[src/rtl/pwconv_sched_if.sv]
// pwconv_sched_if
//   Bundle of the control, configuration and FIFO handshake signals of the
//   pointwise-conv scheduler. clk/rst stay outside the bundle.
//   slave  : the scheduler itself (takes start/cfg/FIFO status, drives pops,
//            MAC beat flags, output push and layer status)
//   master : the environment (config registers, FIFOs, MAC datapath)
//   Signals:
//     start, cfg_pix, cfg_ic_grp, cfg_oc_grp        master -> slave
//     fifo_dempty, fifo_pempty, fifo_wfull          master -> slave
//     fifo_rde, fifo_rpe, mac_clr, mac_last,
//     fifo_wde, count, busy, done                   slave  -> master
interface pwconv_sched_if #(
  parameter int CNT_WIDTH = 10
);
  logic                 start;
  logic [CNT_WIDTH-1:0] cfg_pix;
  logic [CNT_WIDTH-1:0] cfg_ic_grp;
  logic [CNT_WIDTH-1:0] cfg_oc_grp;
  logic                 fifo_dempty;
  logic                 fifo_pempty;
  logic                 fifo_wfull;
  logic                 fifo_rde;
  logic                 fifo_rpe;
  logic                 mac_clr;
  logic                 mac_last;
  logic                 fifo_wde;
  logic [CNT_WIDTH-1:0] count;
  logic                 busy;
  logic                 done;

  modport slave (
    input  start, cfg_pix, cfg_ic_grp, cfg_oc_grp,
    input  fifo_dempty, fifo_pempty, fifo_wfull,
    output fifo_rde, fifo_rpe, mac_clr, mac_last, fifo_wde,
    output count, busy, done
  );

  modport master (
    output start, cfg_pix, cfg_ic_grp, cfg_oc_grp,
    output fifo_dempty, fifo_pempty, fifo_wfull,
    input  fifo_rde, fifo_rpe, mac_clr, mac_last, fifo_wde,
    input  count, busy, done
  );
endinterface

[src/rtl/pwconv_sched.sv]
// pwconv_sched
//   Sequencer for the pointwise-conv MAC array. Walks the loop nest
//   oc_grp -> pixel -> ic_grp, popping one activation word and one weight
//   word per beat, flags the first/last input-channel beat of every
//   accumulation and pushes the MAC result MAC_LAT cycles after the last beat.
//   Ports:
//     clk  : clock, rising edge
//     rst  : asynchronous active-high reset
//     bus  : pwconv_sched_if.slave (start/cfg in, FIFO status in,
//            pops / beat flags / push / count / busy / done out)
//   Parameters:
//     CNT_WIDTH : width of the pixel/group counters and cfg fields
//     MAC_LAT   : read-enable to accumulate latency of the MAC (>= 1)
module pwconv_sched #(
  parameter int CNT_WIDTH = 10,
  parameter int MAC_LAT   = 3
) (
  input logic           clk,
  input logic           rst,
  pwconv_sched_if.slave bus
);

  typedef enum logic [1:0] {
    S_IDLE  = 2'd0,
    S_RUN   = 2'd1,
    S_DRAIN = 2'd2,
    S_FIN   = 2'd3
  } state_t;

  localparam logic [CNT_WIDTH-1:0] CNT_ZERO = {CNT_WIDTH{1'b0}};
  localparam logic [CNT_WIDTH-1:0] CNT_ONE  = {{(CNT_WIDTH-1){1'b0}}, 1'b1};
  localparam logic [MAC_LAT-1:0]   DL_ZERO  = {MAC_LAT{1'b0}};

  state_t               state;
  state_t               state_nx;
  logic [CNT_WIDTH-1:0] cfg_pix_q;
  logic [CNT_WIDTH-1:0] cfg_ic_q;
  logic [CNT_WIDTH-1:0] cfg_oc_q;
  logic [CNT_WIDTH-1:0] ic;
  logic [CNT_WIDTH-1:0] pix;
  logic [CNT_WIDTH-1:0] oc;
  logic                 in_flight;
  logic [MAC_LAT-1:0]   dline;
  logic [MAC_LAT-1:0]   dline_nx;
  logic                 busy_q;
  logic                 done_q;

  logic ic_max;
  logic pix_max;
  logic oc_max;
  logic beat;
  logic last_beat;
  logic cfg_zero;

  // Beat qualification: both read FIFOs non-empty; a closing beat also needs
  // room in the output FIFO and no result still travelling through the MAC,
  // so at most one output push is ever pending.
  always_comb begin
    ic_max    = (ic  == (cfg_ic_q  - CNT_ONE));
    pix_max   = (pix == (cfg_pix_q - CNT_ONE));
    oc_max    = (oc  == (cfg_oc_q  - CNT_ONE));
    cfg_zero  = (bus.cfg_pix == CNT_ZERO) || (bus.cfg_ic_grp == CNT_ZERO) ||
                (bus.cfg_oc_grp == CNT_ZERO);
    beat      = 1'b0;
    if (state == S_RUN) begin
      beat = !bus.fifo_dempty && !bus.fifo_pempty &&
             (!ic_max || (!bus.fifo_wfull && !in_flight));
    end else begin
      beat = 1'b0;
    end
    last_beat = beat && ic_max;
    // Shift the closing-beat marker one stage per cycle; the top stage is the push.
    dline_nx    = dline << 1'b1;
    dline_nx[0] = last_beat;
  end

  // Next-state logic of the layer sequencer.
  always_comb begin
    state_nx = state;
    case (state)
      S_IDLE: begin
        if (bus.start) begin
          state_nx = cfg_zero ? S_FIN : S_RUN;
        end else begin
          state_nx = S_IDLE;
        end
      end
      S_RUN: begin
        if (last_beat && pix_max && oc_max) begin
          state_nx = S_DRAIN;
        end else begin
          state_nx = S_RUN;
        end
      end
      S_DRAIN: begin
        if (dline == DL_ZERO) begin
          state_nx = S_FIN;
        end else begin
          state_nx = S_DRAIN;
        end
      end
      S_FIN:   state_nx = S_IDLE;
      default: state_nx = S_IDLE;
    endcase
  end

  // State register plus registered busy/done status.
  always_ff @(posedge clk or posedge rst) begin
    if (rst) begin
      state  <= S_IDLE;
      busy_q <= 1'b0;
      done_q <= 1'b0;
    end else begin
      state  <= state_nx;
      busy_q <= (state_nx == S_RUN) || (state_nx == S_DRAIN);
      done_q <= (state == S_FIN);
    end
  end

  // Config latch on start and the ic -> pix -> oc counter nest; a stall holds all.
  always_ff @(posedge clk or posedge rst) begin
    if (rst) begin
      cfg_pix_q <= CNT_ZERO;
      cfg_ic_q  <= CNT_ZERO;
      cfg_oc_q  <= CNT_ZERO;
      ic        <= CNT_ZERO;
      pix       <= CNT_ZERO;
      oc        <= CNT_ZERO;
    end else if ((state == S_IDLE) && bus.start) begin
      cfg_pix_q <= bus.cfg_pix;
      cfg_ic_q  <= bus.cfg_ic_grp;
      cfg_oc_q  <= bus.cfg_oc_grp;
      ic        <= CNT_ZERO;
      pix       <= CNT_ZERO;
      oc        <= CNT_ZERO;
    end else if (beat) begin
      if (ic_max) begin
        ic <= CNT_ZERO;
        if (pix_max) begin
          pix <= CNT_ZERO;
          oc  <= oc_max ? CNT_ZERO : (oc + CNT_ONE);
        end else begin
          pix <= pix + CNT_ONE;
        end
      end else begin
        ic <= ic + CNT_ONE;
      end
    end
  end

  // Result delay line and the in-flight flag that spans it.
  always_ff @(posedge clk or posedge rst) begin
    if (rst) begin
      dline     <= DL_ZERO;
      in_flight <= 1'b0;
    end else begin
      dline <= dline_nx;
      if (last_beat) begin
        in_flight <= 1'b1;
      end else if (dline[MAC_LAT-1]) begin
        in_flight <= 1'b0;
      end
    end
  end

  // Pops and beat flags must react to this cycle's FIFO status, so they are
  // decoded from registered state and the live empty/full inputs.
  assign bus.fifo_rde = beat;
  assign bus.fifo_rpe = beat;
  assign bus.mac_clr  = beat && (ic == CNT_ZERO);
  assign bus.mac_last = last_beat;
  assign bus.fifo_wde = dline[MAC_LAT-1];
  assign bus.count    = pix;
  assign bus.busy     = busy_q;
  assign bus.done     = done_q;

endmodule

[src/flat_wrapper.sv]
// flat-port wrapper written by rule: the top's interface ports become plain ports
module pwconv_sched_flat 
#(
  parameter int CNT_WIDTH = 10,
  parameter int MAC_LAT   = 3
)
  (clk, rst, bus_start, bus_cfg_pix, bus_cfg_ic_grp, bus_cfg_oc_grp, bus_fifo_dempty, bus_fifo_pempty, bus_fifo_wfull, bus_fifo_rde, bus_fifo_rpe, bus_mac_clr, bus_mac_last, bus_fifo_wde, bus_count, bus_busy, bus_done);
  pwconv_sched_if #(.CNT_WIDTH(CNT_WIDTH)) bus_i ();
  input logic clk;
  input logic rst;
  input wire logic [$bits(bus_i.start)-1:0] bus_start;
  input wire logic [$bits(bus_i.cfg_pix)-1:0] bus_cfg_pix;
  input wire logic [$bits(bus_i.cfg_ic_grp)-1:0] bus_cfg_ic_grp;
  input wire logic [$bits(bus_i.cfg_oc_grp)-1:0] bus_cfg_oc_grp;
  input wire logic [$bits(bus_i.fifo_dempty)-1:0] bus_fifo_dempty;
  input wire logic [$bits(bus_i.fifo_pempty)-1:0] bus_fifo_pempty;
  input wire logic [$bits(bus_i.fifo_wfull)-1:0] bus_fifo_wfull;
  output wire logic [$bits(bus_i.fifo_rde)-1:0] bus_fifo_rde;
  output wire logic [$bits(bus_i.fifo_rpe)-1:0] bus_fifo_rpe;
  output wire logic [$bits(bus_i.mac_clr)-1:0] bus_mac_clr;
  output wire logic [$bits(bus_i.mac_last)-1:0] bus_mac_last;
  output wire logic [$bits(bus_i.fifo_wde)-1:0] bus_fifo_wde;
  output wire logic [$bits(bus_i.count)-1:0] bus_count;
  output wire logic [$bits(bus_i.busy)-1:0] bus_busy;
  output wire logic [$bits(bus_i.done)-1:0] bus_done;
  assign bus_i.start = bus_start;
  assign bus_i.cfg_pix = bus_cfg_pix;
  assign bus_i.cfg_ic_grp = bus_cfg_ic_grp;
  assign bus_i.cfg_oc_grp = bus_cfg_oc_grp;
  assign bus_i.fifo_dempty = bus_fifo_dempty;
  assign bus_i.fifo_pempty = bus_fifo_pempty;
  assign bus_i.fifo_wfull = bus_fifo_wfull;
  assign bus_fifo_rde = bus_i.fifo_rde;
  assign bus_fifo_rpe = bus_i.fifo_rpe;
  assign bus_mac_clr = bus_i.mac_clr;
  assign bus_mac_last = bus_i.mac_last;
  assign bus_fifo_wde = bus_i.fifo_wde;
  assign bus_count = bus_i.count;
  assign bus_busy = bus_i.busy;
  assign bus_done = bus_i.done;
  pwconv_sched #(.CNT_WIDTH(CNT_WIDTH), .MAC_LAT(MAC_LAT)) u_core (.clk(clk), .rst(rst), .bus(bus_i));
endmodule
[config.mk]
export PLATFORM = sky130hd
export DESIGN_NAME = pwconv_sched_flat
export DESIGN_NICKNAME = d
export VERILOG_FILES = /design/src/rtl/pwconv_sched_if.sv /design/src/rtl/pwconv_sched.sv /design/src/flat_wrapper.sv
export SDC_FILE = /design/constraint.sdc
export NUM_CORES = 1
export LEC_CHECK = 0
export CAP_MARGIN = 5
export CORE_UTILIZATION = 55
export CTS_CLUSTER_SIZE = 24
export DETAILED_ROUTE_END_ITERATION = 16
export GPL_ROUTABILITY_DRIVEN = 0
export PLACE_DENSITY = 0.87
export SLEW_MARGIN = 25
export SYNTH_ARGS = -nofsm -noshare
export SYNTH_HDL_FRONTEND = slang
export SYNTH_SLANG_ARGS = --single-unit
[constraint.sdc]
create_clock -name clk -period 3.5 [get_ports clk]
set_input_delay 0.35 -clock clk [delete_from_list [all_inputs] [get_ports clk]]
set_output_delay 0.35 -clock clk [all_outputs]
set_load 0.05 [all_outputs]
After elaboration in Yosys (flattened, before gate mapping)
Cells that the tools add are included.
{ "totals": {"out_inout_bits": 17, "in_bits": 36, "regBits": 68, "wordCells": 74} }
{ "classes": {"n_addsub": 6, "n_reduce_logical": 29, "eq_ne": 8, "muxes": 20} }
{ "op_table": {"columns": ["operator", "n"], "rows": [
  ["two-way mux 10 bit", 12],
  ["zero test 10 bit", 4],
  ["adder 10 x 1 -> 10 bit (second input constant)", 3],
  ["equality test 10 bit", 3],
  ["subtractor 10 x 1 -> 10 bit (second input constant)", 3],
  ["logical AND 1 bit", 8],
  ["one-hot mux 2 bit (4 select lines)", 1],
  ["nonzero test 2 bit", 4],
  ["equality test 2 bit (second input constant)", 3],
  ["two-way mux 2 bit", 3],
  ["zero test 1 bit", 5],
  ["equality test 2 x 1 -> 1 bit (second input constant)", 2],
  ["logical OR 1 bit", 4],
  ["two-way mux 1 bit", 4],
  ["zero test 3 bit", 1],
  ["AND reduction 3 bit", 1],
  ["zero test 2 bit", 1],
  ["AND reduction 2 bit", 1]
]} }

Longest topological paths before layout
Gate-level depths: netlist of run 1.
{ "depth": {"word_depth": 13, "ltp_mapped": 11, "depth_no_buf": 9} }

Worst setup path before layout of run 1
Ideal clock, no wire load.
{ "synth_path": {"path_kind": "register to output", "from": "register u_core.cfg_ic_q[0]", "to": "output bus_mac_clr", "path_stages_with_launch": 10, "arrival_time_ps": 2631, "path_buffers": 1, "slack_ps": 519, "required_time_ps": 3150, "cell_sequence": "dfrtp_1 inv_1 ha_1 clkbuf_1 o21ba_2 a221oi_1 o22ai_1 nor2_1 a31oi_2 and3_1"} }
{ "synth_via": {"elab_chain_cells": 7} }
{ "synth_lines": {"columns": ["item", "line", "rtl"], "rows": [
  ["from (decl)", "pwconv_sched.sv:37", "logic [CNT_WIDTH-1:0] cfg_ic_q;"],
  ["from (signal assigned)", "pwconv_sched.sv:131", "cfg_ic_q <= bus.cfg_ic_grp;"],
  ["subtractor 10 x 1 -> 10 bit", "pwconv_sched.sv:59", "ic_max = (ic == (cfg_ic_q - CNT_ONE));"],
  ["equality test 10 bit", "pwconv_sched.sv:59", null],
  ["zero test 1 bit", "pwconv_sched.sv:67", "(!ic_max || (!bus.fifo_wfull && !in_flight));"],
  ["logical OR 1 bit", "pwconv_sched.sv:67", null],
  ["logical AND 1 bit", "pwconv_sched.sv:66", "beat = !bus.fifo_dempty && !bus.fifo_pempty &&"],
  ["two-way mux 1 bit", "pwconv_sched.sv:65", "if (state == S_RUN) begin"],
  ["named net bus_fifo_rde", "flat_wrapper.sv:18", "output wire logic [$bits(bus_i.fifo_rde)-1:0] bus_fifo_rde;"],
  ["logical AND 1 bit", "pwconv_sched.sv:170", "assign bus.mac_clr = beat && (ic == CNT_ZERO);"],
  ["to (decl)", "flat_wrapper.sv:20", "output wire logic [$bits(bus_i.mac_clr)-1:0] bus_mac_clr;"]
]} }
The timed path passes the listed nets, and every way through them passes these cells.

Worst setup path in the final report of run 1
{ "layout_path": {"from": "register u_core.cfg_ic_q[0]", "to": "output bus_mac_clr"} }
{ "layout_via": {"elab_chain_cells": 7} }
{ "layout_lines": {"columns": ["item", "line"], "rows": [
  ["subtractor 10 x 1 -> 10 bit", "pwconv_sched.sv:59"],
  ["equality test 10 bit", "pwconv_sched.sv:59"],
  ["zero test 1 bit", "pwconv_sched.sv:67"],
  ["logical OR 1 bit", "pwconv_sched.sv:67"],
  ["logical AND 1 bit", "pwconv_sched.sv:66"],
  ["two-way mux 1 bit", "pwconv_sched.sv:65"],
  ["logical AND 1 bit", "pwconv_sched.sv:170"]
]} }
No other way between the ends.

==> results.md, run 1 <==
Power:
- The reported leakage power is 2.31 nW.
- The worst-case vdd ir drop is 332 uV.
- The power per standard cell area is 381 nW/um^2.

Status:
- The run finished with clean final reports.

Clock tree:
- The clock tree from TritonCTS is built.
- The H-tree was split into 3 levels.
- In this run, CTS created clock tree buffers numbering 9.
- CTS saw 68 sinks.
- The clock passes through at most 2 buffers.
- The number of buffers added for setup after CTS is 0.
- The master cell of the clock root buffer is sky130_fd_sc_hd__clkbuf_8.
- The clock latency on the worst-skew pair is 360 ps.
- The hold buffer count at cts is 0.
- Clock-pin slew was measured on the worst setup and hold paths at 80 ps.

Cells and area:
- The relative area change from synthesis to final layout is 18.1%.
- The leading cell type in the layout, fill and taps excluded is sky130_fd_sc_hd__nand2_1.
- In the final layout, the share of cells above drive strength 1 is 0.0772.
- The number of fill cells in the layout is 593.
- The repair_antennas step left the layout with diodes totalling 0.
- In the layout the commonest cells are 100 x sky130_fd_sc_hd__nand2_1, 68 x sky130_fd_sc_hd__dfrtp_1, 48 x sky130_fd_sc_hd__clkdlybuf4s50_1.
- The net count reported at finish is 595.

Synth:
- Sorting the synthesized cells by area gives the leading types as sky130_fd_sc_hd__dfrtp_1 40%, sky130_fd_sc_hd__nand2_1 8.7%, sky130_fd_sc_hd__xor2_1 4.7%.
- The largest total area in the synthesized netlist belongs to sky130_fd_sc_hd__dfrtp_1.
- The mapped netlist covers 4300 sq um.
- The area fraction of the dominant cell type after synthesis is 0.396.
- For this run, the number of Yosys warnings is 0.
- The synthesized design contains 0 enable-type register cells.
- In the synthesized netlist the dominant register cell turns out to be sky130_fd_sc_hd__dfrtp_1.
- Synthesis produced a netlist whose cell count is 508.
- The unique cell type count in the Yosys netlist is 65.
- The share of synthesized area occupied by flip-flops and latches is 0.396.
- The count of state elements after synthesis is 68.
- Each instance of the synthesized netlist takes up on average 8.46 sq um.
- Synthesis produced a netlist with a net count of 551.
- Counting flops with an async set or reset pin after synthesis yields a share of 1.00.

Routing:
- After detailed routing, the number of remaining DRC violations is 0.
- The length of the first detailed-routing pass in iterations is 5.
- After detailed routing, the number of vias per cell comes to 6.15.
- The total number of vias is 4035.
- The total detailed-routing wirelength is 10.7 mm.
- Dividing the detail-routed wire length by the instance count gives 16.3 microns.
- The residual antenna-violating net count after detailed routing is 0.
- For this block, the initial DRC count from the detailed router was 304.

Floorplanning:
- 53 I/O pins were placed.
- The die outline width is 90.4 microns.
- In this run the core area contains 31 standard-cell rows.
- The effective utilization at floorplan is 0.580.
- The die area is 8170 sq um.
- Measured along the y axis, the die boundary spans 90.4 microns.
- The region available for standard cell placement spans 7410 sq um.

GRT:
- The maximum number of pins on one net before global-route repair is 37.
- The number of global-route vias before repair was 3763.
- The wire length of the first global-routing pass is 18.2 mm.
- The initial antenna violation count came to 0.
- The total grt overflow is 0.
- The global routing usage summed across all routing layers is 0.278.

Timing:
- The post-layout minimum cycle time is 3270 ps.
- The total of endpoints with negative setup slack in the final report is 0.
- The hold violation total from the final report is 0.
- The minimum setup slack in the final design is 226 ps.
- Setup repair after global routing left no endpoint under its margin.
- The slew at the pin with the worst max-slew slack is 930 ps.
- The worst-case headroom to the max-slew limit is 0.380.
- The maximum achievable frequency is 305 MHz.
- The ratio of final minimum period to clock period is 0.935.
- The number of pins exceeding their max-slew limit in the final report came to 0.
- Adding up every negative setup slack in the final design gives 0 ps.
- Across the routed clock network, the largest skew measured is 11.9 ps.

Job:
- The max capacitance violation total is 0.

Critical path:
- The maximum fanout encountered on the critical timing path is 7.
- For the worst setup path, the data required time is 3150 ps.
- Setup slack on the worst reg-to-reg path comes out at 530 ps.
- The capturing element type of the critical path is a primary output.
- The startpoint identified for the worst register-to-register timing path is u_core.cfg_pix_q[0].
- For the worst flop-to-flop path, the logic depth is 9.
- The critical path in this run is classified as register to primary output.
- The worst flop-to-flop path endpoint is u_core.state[0].
- STA puts the critical path data arrival time at 2920 ps.
- The kind of start point of the critical path is a register.

Placement:
- Once detailed placement completed, the half-perimeter wirelength came to 7.57 mm.
- The worst slack at placement is 314 ps.
- During placement, the flow inserted port buffers numbering 52.

Hold path:
- The type of the tightest min-delay check is input pin to async pin.
[state kept, by name (all words and copies together), names as in the netlist]
signal,cells
u_core.cfg_pix_q,10
u_core.in_flight,1
u_core.oc,10
u_core.cfg_ic_q,10
u_core.state,2
u_core.dline,3
u_core.bus.done,1
u_core.bus.count,10
u_core.ic,10
u_core.cfg_oc_q,10
u_core.bus.busy,1
[area by class of cell]
type	instances	area [sq um]	area share
clock buffer	9	124	0.0244
clock inverter	7	75.1	0.0148
inverter	19	71.3	0.0140
multi-input combinational	395	2410	0.474
sequential	68	1700	0.335
tap	99	124	0.0244
timing repair buffer	59	574	0.113
[routing by layer]
metal  vias to the layer above  track usage  wire length, microns
li1                       1902            -                     -
met1                      1951        0.380                  4660
met2                       159        0.441                  5100
met3                        23       0.0337                   666
met4                         0        0.133                   247
met5                         -            0                     0
[cells in the mapped netlist, drive strengths merged, types with 4 or more instances]
| library cell | instances |
|---|---|
| xor2 | 23 |
| or3 | 6 |
| xnor2 | 16 |
| buf | 7 |
| nand3 | 36 |
| a221o | 4 |
| nand4 | 11 |
| nor4 | 13 |
| o31a | 4 |
| o21ai | 19 |
| and2 | 4 |
| or2 | 5 |
| o2111ai | 5 |
| nand2 | 100 |
| nor3 | 19 |
| o22ai | 5 |
| a31oi | 8 |
| inv | 19 |
| and3 | 12 |
| a22o | 4 |
| nand2b | 4 |
| a21oi | 10 |
| a211oi | 4 |
| clkbuf | 19 |
| nor2 | 29 |
| ha | 7 |
| dfrtp | 68 |
[through the flow]
step                cell area, sq um  power, mW  instances  hold WS [ps]  utilization
floorplan                       4300       1.16        508           355            -
global placement                4870       1.26        640           365        0.657
detailed placement              4870       1.28        640           365        0.657
CTS                             5070       1.94        656           245        0.685
global route                    5080       2.04        656           269        0.685
finish                          5080       1.93        656           241        0.685
[critical path, cell delays in order (launching register included)]
cell	delay (ps)
sky130_fd_sc_hd__dfrtp_1	410
sky130_fd_sc_hd__inv_1	80
sky130_fd_sc_hd__ha_1	290
sky130_fd_sc_hd__o21ba_2	250
sky130_fd_sc_hd__a221oi_1	310
sky130_fd_sc_hd__o22ai_1	150
sky130_fd_sc_hd__nor2_1	300
sky130_fd_sc_hd__a31oi_2	200
sky130_fd_sc_hd__and3_1	180
sky130_fd_sc_hd__dlygate4sd2_1	410
[worst max path at each step]
stage                            start      endpoint  slack (ps)
floorplan           u_core.cfg_ic_q[0]   bus_mac_clr         520
global placement    u_core.cfg_ic_q[2]   bus_mac_clr         450
detailed placement  u_core.cfg_ic_q[2]   bus_mac_clr         310
CTS                 u_core.cfg_ic_q[0]  bus_fifo_rde          90
global route        u_core.cfg_ic_q[0]   bus_mac_clr          70
finish              u_core.cfg_ic_q[0]   bus_mac_clr         230
[timing repair]
item                                    in CTS  in global routing
endpoints found under the setup margin       1                  2
gates resized for setup                      2                  2
hold endpoints to repair                     0                  0
[kinds of logic after synthesis]
group,synth area share
compound gates,0.155
xor+xnor,0.0795
fa+ha+maj,0.0204
buf+inv,0.0454
flops,0.396
mux,0.00699
simple gates,0.297
[power by group]
part	internal [mW]	switching, mW
combinational	0.177	0.181
clock	0.332	0.330
sequential	0.828	0.0866
No activity file was read; power rests on OpenSTA's default activity.
==> run 2: changes to the inputs <==
PLACE_DENSITY = 0.82   (was 0.87)
==> run 2 against run 1 <==
Net effect: core utilization grew 0.69 points; highest routed layer unchanged; global-route usage up 0.068 points; sequential cell count is the same.
==> results.md, run 2 (same netlist as run 1, synthesis figures left out) <==
Timing:
- The post-layout minimum cycle time came to 3230 ps (-47.6 ps).
- The worst clock skew came to 13.1 ps (+1.21 ps).
- The hold violation total from the final report is 0 (unchanged).
- The number of pins exceeding their max-slew limit in the final report was 0 (unchanged).
- The worst-case headroom to the max-slew limit is 0.435 (+0.0549).
- The total of endpoints with negative setup slack in the final report is 0 (unchanged).
- The slew at the pin with the worst max-slew slack is 848 ps (-82.3 ps).
- Setup repair after global routing left no endpoint under its margin.
- The maximum achievable frequency is 310 MHz (+1.5%).
- The ratio of final minimum period to clock period is 0.922 (-0.0136).
- The final setup TNS was 0 ps (unchanged).

Routing:
- The remaining design rule violation count is 0 (unchanged).
- The starting DRC count in detailed routing is 264 (-13%).
- The total number of vias is 3988 (-1.2%).
- The post-detailed-route via-to-cell ratio is 6.07 (-1.3%).
- The routed length per instance is 16.1 microns (-1.1%).
- The length of the first detailed-routing pass in iterations is 5 (unchanged).
- The residual antenna-violating net count after detailed routing is 0 (unchanged).
- The total detailed-routing wirelength is 10.6 mm (-0.92%).

Clock tree:
- The level count of the clock H-tree was 3 (unchanged).
- The clock latency on the worst-skew pair was 350 ps (about the same).
- The buffer depth of the longest clock path is 2 (unchanged).
- The master cell of the clock root buffer is sky130_fd_sc_hd__clkbuf_8.
- The number of buffers added for setup after CTS is 0 (unchanged).
- The number of clock buffers inserted by TritonCTS was 9 (unchanged).
- TritonCTS built the clock tree.
- The clock sink total is 68 (unchanged).
- The clock transition at the register clock pins on the worst setup and hold paths after CTS came to 80 ps (about the same).

Power:
- The worst-case vdd ir drop is 261 uV (-21%).
- The net switching share of the total power is 0.282 (-0.0271).
- The internal power of the cells is 1.47 mW (+10%).
- The clock network fraction of total power came to 0.382 (+0.040).
- The power share of the sequential group was 0.447 (-0.026).
- The net switching power is 0.578 mW (-3.2%).
- The reported leakage power is 2.33 nW (+0.93%).
- The power per standard cell area is 400 nW/um^2 (+5.1%).
- The proportion of power drawn by combinational gates is 0.171 (-0.014).

Floorplanning:
- The die area is 8170 sq um (unchanged).
- The standard cell core area is 7410 sq um (unchanged).
- The die outline width is 90.4 microns (unchanged).
- The effective utilization at floorplan was 0.580 (unchanged).
- The vertical extent of the die was 90.4 microns (unchanged).
- The placement row count is 31 (unchanged).
- The top-level port count is 53 (unchanged).

GRT:
- The global routing usage summed across all routing layers is 0.279 (+0.000678).
- The wire length of the first global-routing pass is 18.4 mm (+0.76%).
- The total grt overflow is 0 (unchanged).
- The number of global-route vias before repair is 3937 (+4.6%).
- The initial antenna violation count was 0 (unchanged).
- The maximum number of pins on one net before global-route repair is 37 (unchanged).

Critical path:
- Broken down by cell family, the worst path's largest delay share belongs to compound AO/OA/AOI/OAI gates.
- The worst flop-to-flop path endpoint is u_core.state[0].
- The register-to-register path setup slack is 550 ps (+20 ps).
- The maximum fanout encountered on the critical timing path is 7 (unchanged).
- On the critical path, the stage with the largest delay is an instance of sky130_fd_sc_hd__dlygate4sd2_1.
- The worst setup path is captured at a primary output.
- The critical path goes through nor3_1 -> a211o_1 -> o311ai_0 -> o22a_1 -> a31oi_2 -> buf_4 -> dlygate4sd2_1.
- Tracing the worst setup path back leads to its startpoint at u_core.cfg_ic_q[2].
- The setup path with the least slack is of type register to primary output.
- The total number of cells along the worst setup path is 7 (-2).
- The capturing element of the worst setup path is bus_fifo_rpe.
- The number of cells on the worst reg-to-reg path is 9 (unchanged).
- The data arrival time of the critical path is 2880 ps (-40 ps).
- The required time of the critical path came to 3150 ps (about the same).
- The maximum single-stage delay on the critical path is 530 ps (+120 ps).
- The startpoint of the worst register-to-register path is u_core.cfg_pix_q[0].
- The kind of start point of the critical path is a register.
- The sum of buffers and inverters on the critical path is 2 (unchanged).

Status:
- The run finished with clean final reports.

Cells and area:
- The net count reported at finish is 596 (+0.17%).
- The total inserted antenna cells is 0 (unchanged).
- Leaving out fill and tap cells, the most frequent cell in the layout is sky130_fd_sc_hd__nand2_1.
- The top cell types in the final layout, fill and taps aside, are 100 x sky130_fd_sc_hd__nand2_1, 68 x sky130_fd_sc_hd__dfrtp_1, 48 x sky130_fd_sc_hd__clkdlybuf4s50_1.
- The final design instance area without fill is 5130 sq um (+1.0%).
- The area growth from synthesis to layout is 19.3%.
- The fraction of final layout cells with drive strength greater than 1 is 0.0771 (-0.000138).

Job:
- The max capacitance violation total is 0 (unchanged).

Hold path:
- The min-delay analysis places its worst path in the category register to register.

Placement:
- The placed cell area is 4890 sq um (+0.41%).
- The post-detailed-placement half-perimeter wirelength is 7.49 mm (-1.0%).
- The total of buffers placed on input and output ports was 52 (unchanged).
==> run 2: final cells by class <==
| cell class | count | area [sq um] |
|---|---|---|
| well taps | 99 | 124 |
| clock inverters | 7 | 115 |
| clock buffers | 9 | 124 |
| multi-input cells | 395 | 2400 |
| repair buffers | 60 | 591 |
| flip-flops and latches | 68 | 1700 |
| fillers | 586 | 2280 |
| inverters | 19 | 71.3 |
==> run 2: power by group through the flow <==
stage,combinational [mW],clock (mW),sequential [mW]
after global placement,0.335,0,0.926
after CTS,0.353,0.791,0.914
after global routing,0.389,0.832,0.925
after detailed placement,0.348,0,0.929
after floorplan,0.274,0,0.889
final,0.352,0.784,0.917
==> run 2: timing repair <==
item | CTS | global route
pin swaps | 0 | 0
hold buffers | 0 | 0
setup endpoints to repair | 2 | 1
resized for setup | 2 | 1
==> run 2: worst min path at each step <==
stage               startpoint               to  slack [ps]  cells past startpoint
6_report       u_core.dline[0]  u_core.dline[1]         390                      0
5_1_grt        u_core.dline[0]  u_core.dline[1]         400                      0
4_1_cts        u_core.dline[0]  u_core.dline[1]         390                      0
3_5_place_dp   u_core.dline[0]  u_core.dline[1]         370                      0
3_3_place_gp   u_core.dline[1]  u_core.dline[2]         360                      0
2_1_floorplan  u_core.dline[0]  u_core.dline[1]         350                      0
==> run 2: worst reg2reg max path: cells and delay by family (launching register included) <==
family,cells,cell delay [ps]
flops,1,420
buf+inv,1,110
fa+ha+maj,1,210
compound gates,3,600
simple gates,4,1490
==> run 2: metal layers <==
layer | up-vias | wire length, microns | global-route usage
met1 | 1934 | 4610 | 0.367
li1 | 1898 | - | -
met5 | - | 0 | 0
met3 | 14 | 584 | 0.0328
met2 | 142 | 5230 | 0.468
met4 | 0 | 157 | 0.114
==> run 2: per-stage QoR <==
| stage | hold WS, ps | setup slack [ps] | instances | total power, mW | util |
|---|---|---|---|---|---|
| final | 386 | 274 | 657 | 2.05 | 0.692 |
| after CTS | 387 | 7.62 | 657 | 2.06 | 0.692 |
| after floorplan | 355 | 519 | 508 | 1.16 | - |
| after global routing | 403 | 117 | 657 | 2.15 | 0.692 |
| after detailed placement | 369 | 428 | 641 | 1.28 | 0.660 |
| after global placement | 363 | 493 | 641 | 1.26 | 0.660 |
==> run 3: changes to the inputs <==
CORE_UTILIZATION = 40   (was 55)
GPL_TIMING_DRIVEN = 0   (was not set)
PLACE_DENSITY = 0.64   (was 0.82)
==> run 3 against run 2 <==
Net effect: design area rose by 1.9%; total power decreased by 4.6%; cell count is 8.5% higher; clock skew decreased by 5.7 ps; clock-buffer cell count grew 3; first-iteration DRC count decreased by 7.2%.
==> results.md, run 3 (same netlist as run 1, synthesis figures left out) <==
Cells and area:
- The sequential cell area was 1700 sq um (unchanged).
- The number of non-filler instances in the completed layout is 713 (+8.5%).
- The leading cell type in the layout, fill and taps excluded is sky130_fd_sc_hd__nand2_1.
- In the layout the commonest cells are 100 x sky130_fd_sc_hd__nand2_1, 68 x sky130_fd_sc_hd__dfrtp_1, 48 x sky130_fd_sc_hd__clkdlybuf4s50_1.
- The final design instance area without fill is 5230 sq um (+1.9%).
- The number of fill cells in the layout was 993 (+69%).
- The net count reported at finish is 615 (+3.2%).
- Compared with the post-synthesis result, the final layout area differs by 21.6%.
- The total inserted antenna cells is 0 (unchanged).
- The fraction of final layout cells with drive strength greater than 1 is 0.0797 (+0.00266).
- The total area of multi-input combinational cells came to 2420 sq um (+0.68%).

Timing:
- The maximum achievable frequency was 302 MHz (-2.5%).
- The hold violation total from the final report is 0 (unchanged).
- The minimum setup slack in the final design came to 190 ps (-83.4 ps).
- The ratio of final minimum period to clock period is 0.946 (+0.0238).
- The total of endpoints with negative setup slack in the final report is 0 (unchanged).
- The worst-case headroom to the max-slew limit is 0.370 (-0.0648).
- The post-layout minimum cycle time is 3310 ps (+83.4 ps).
- The worst clock skew is 7.35 ps (-5.74 ps).
- Setup repair after global routing left no endpoint under its margin.
- The slew at the pin with the worst max-slew slack was 936 ps (+88.6 ps).
- The final-layout worst hold slack is 286 ps (-99.9 ps).
- The number of pins exceeding their max-slew limit in the final report is 0 (unchanged).

Routing:
- The total number of vias is 3995 (+0.18%).
- The total detailed-routing wirelength is 11.1 mm (+5.2%).
- The starting DRC count in detailed routing is 245 (-7.2%).
- The post-detailed-route via-to-cell ratio came to 5.60 (-7.7%).
- The residual antenna-violating net count after detailed routing came to 0 (unchanged).
- The routed length per instance is 15.6 microns (-3.0%).
- The remaining design rule violation count is 0 (unchanged).
- The length of the first detailed-routing pass in iterations was 4 (-1).

GRT:
- The wire length of the first global-routing pass is 18.4 mm (+0.34%).
- The maximum number of pins on one net before global-route repair is 53 (+43%).
- The total grt overflow came to 0 (unchanged).
- The global routing usage summed across all routing layers was 0.208 (-0.0709).
- The number of global-route vias before repair is 3736 (-5.1%).
- The initial antenna violation count is 0 (unchanged).

Hold path:
- The worst hold path belongs to the class input pin to async pin.

Power:
- The reported leakage power is 2.34 nW (+0.53%).
- The total chip power is 1.96 mW (-4.6%).
- The power per standard cell area came to 374 nW/um^2 (-6.4%).
- The worst-case vdd ir drop is 218 uV (-17%).

Critical path:
- Traced cell by cell, the critical path runs through inv_1 -> ha_1 -> clkbuf_1 -> o21ba_2 -> a221oi_1 -> o22ai_1 -> nor2_2 -> and3_1 -> clkbuf_4 -> clkbuf_4.
- The data arrival time of the critical path is 2960 ps (+80 ps).
- The worst setup path is captured at a primary output.
- The sum of buffers and inverters on the critical path is 4 (+2).
- The required time of the critical path is 3150 ps (about the same).
- The standard cell with the maximum stage delay on the critical path is sky130_fd_sc_hd__dfrtp_1.
- By instance count, the cell type seen most on the critical path is sky130_fd_sc_hd__clkbuf_4.
- The maximum fanout encountered on the critical timing path is 11 (+4).
- Among cell families on the critical path, the largest total delay comes from buffers and inverters.
- The critical path is of the register to primary output type.
- The maximum single-stage delay on the critical path is 420 ps (-110 ps).
- The worst setup path is launched from a register.

Placement:
- The post-detailed-placement half-perimeter wirelength is 8.18 mm (+9.2%).
- The placed cell area is 5020 sq um (+2.7%).
- The total of buffers placed on input and output ports is 52 (unchanged).
- The worst slack at placement was -108 ps (-537 ps).
- The total instance count after detailed placement is 697 (+8.7%).

Clock tree:
- The number of clock buffers inserted by TritonCTS came to 9 (unchanged).
- The clock transition at the register clock pins on the worst setup and hold paths after CTS is 80 ps (about the same).
- The buffer depth of the longest clock path is 2 (unchanged).
- The number of buffers added for setup after CTS is 0 (unchanged).
- The tree is rooted in a sky130_fd_sc_hd__clkbuf_8.
- The clock latency on the worst-skew pair is 350 ps (about the same).
- TritonCTS built the clock tree.
- The level count of the clock H-tree is 3 (unchanged).
- The clock sink total came to 68 (unchanged).

Floorplanning:
- The effective utilization at floorplan is 0.415 (-0.166).
- The die outline width was 106 microns (+17%).
- The die area is 11200 sq um (+37%).
- The standard cell core area came to 10400 sq um (+40%).
- The placement row count is 37 (+19%).
- The vertical extent of the die is 106 microns (+17%).
- The top-level port count is 53 (unchanged).

Status:
- The run finished with clean final reports.

Job:
- The max capacitance violation total was 0 (unchanged).
## run 3: per-layer routing
layer	wire length (microns)	vias up	track usage
met3	465	18	0.0303
met4	241	0	0.0853
met2	5020	97	0.319
li1	-	1941	-
met1	5410	1939	0.292
met5	0	-	0
## run 3: final cells by class
type	count	area share
clock buffer	12	0.0297
multi-input combinational	395	0.463
tap	136	0.0326
buffer	26	0.0242
sequential	68	0.326
clock inverter	4	0.00910
inverter	19	0.0141
timing repair buffer	53	0.102
## run 3: metrics by stage
stage / util / setup TNS (ps)
floorplan: - / 0
global placement: 0.481 / -73.4
detailed placement: 0.484 / -108
CTS: 0.504 / 0
global route: 0.504 / 0
finish: 0.504 / 0
## run 3: power breakdown
group	internal [mW]	switching [mW]
Clock	0.366	0.314
Sequential	0.828	0.0641
Combinational	0.184	0.202
Total	1.38	0.580
## run 3: worst paths after layout
check / from / to / slack (ps) / depth (start not counted)
max: u_core.cfg_ic_q[0] / bus_mac_last / 190 / 10
min: rst / u_core.ic[5] / 290 / 2
max reg2reg: u_core.cfg_oc_q[0] / u_core.state[0] / 410 / 11
min reg2reg: u_core.dline[1] / u_core.dline[2] / 390 / 0
max in group asynchronous: rst / u_core.cfg_pix_q[8] / 2690 / 3
min in group clk: u_core.dline[1] / u_core.dline[2] / 390 / 0
## run 3: repair_timing
item	CTS	global route
resized for setup	8	9
setup endpoints to repair	4	5
hold buffers	0	0
## run 3: worst register-to-register path, stage by stage, from the launching register on
cell	delay, ps
sky130_fd_sc_hd__dfrtp_1	360
sky130_fd_sc_hd__clkbuf_1	170
sky130_fd_sc_hd__inv_1	120
sky130_fd_sc_hd__ha_1	180
sky130_fd_sc_hd__clkbuf_1	360
sky130_fd_sc_hd__nand3_1	130
sky130_fd_sc_hd__a221oi_1	280
sky130_fd_sc_hd__a41oi_1	110
sky130_fd_sc_hd__nor4_4	440
sky130_fd_sc_hd__nand3_1	250
sky130_fd_sc_hd__nor3_1	440
sky130_fd_sc_hd__o22ai_1	130
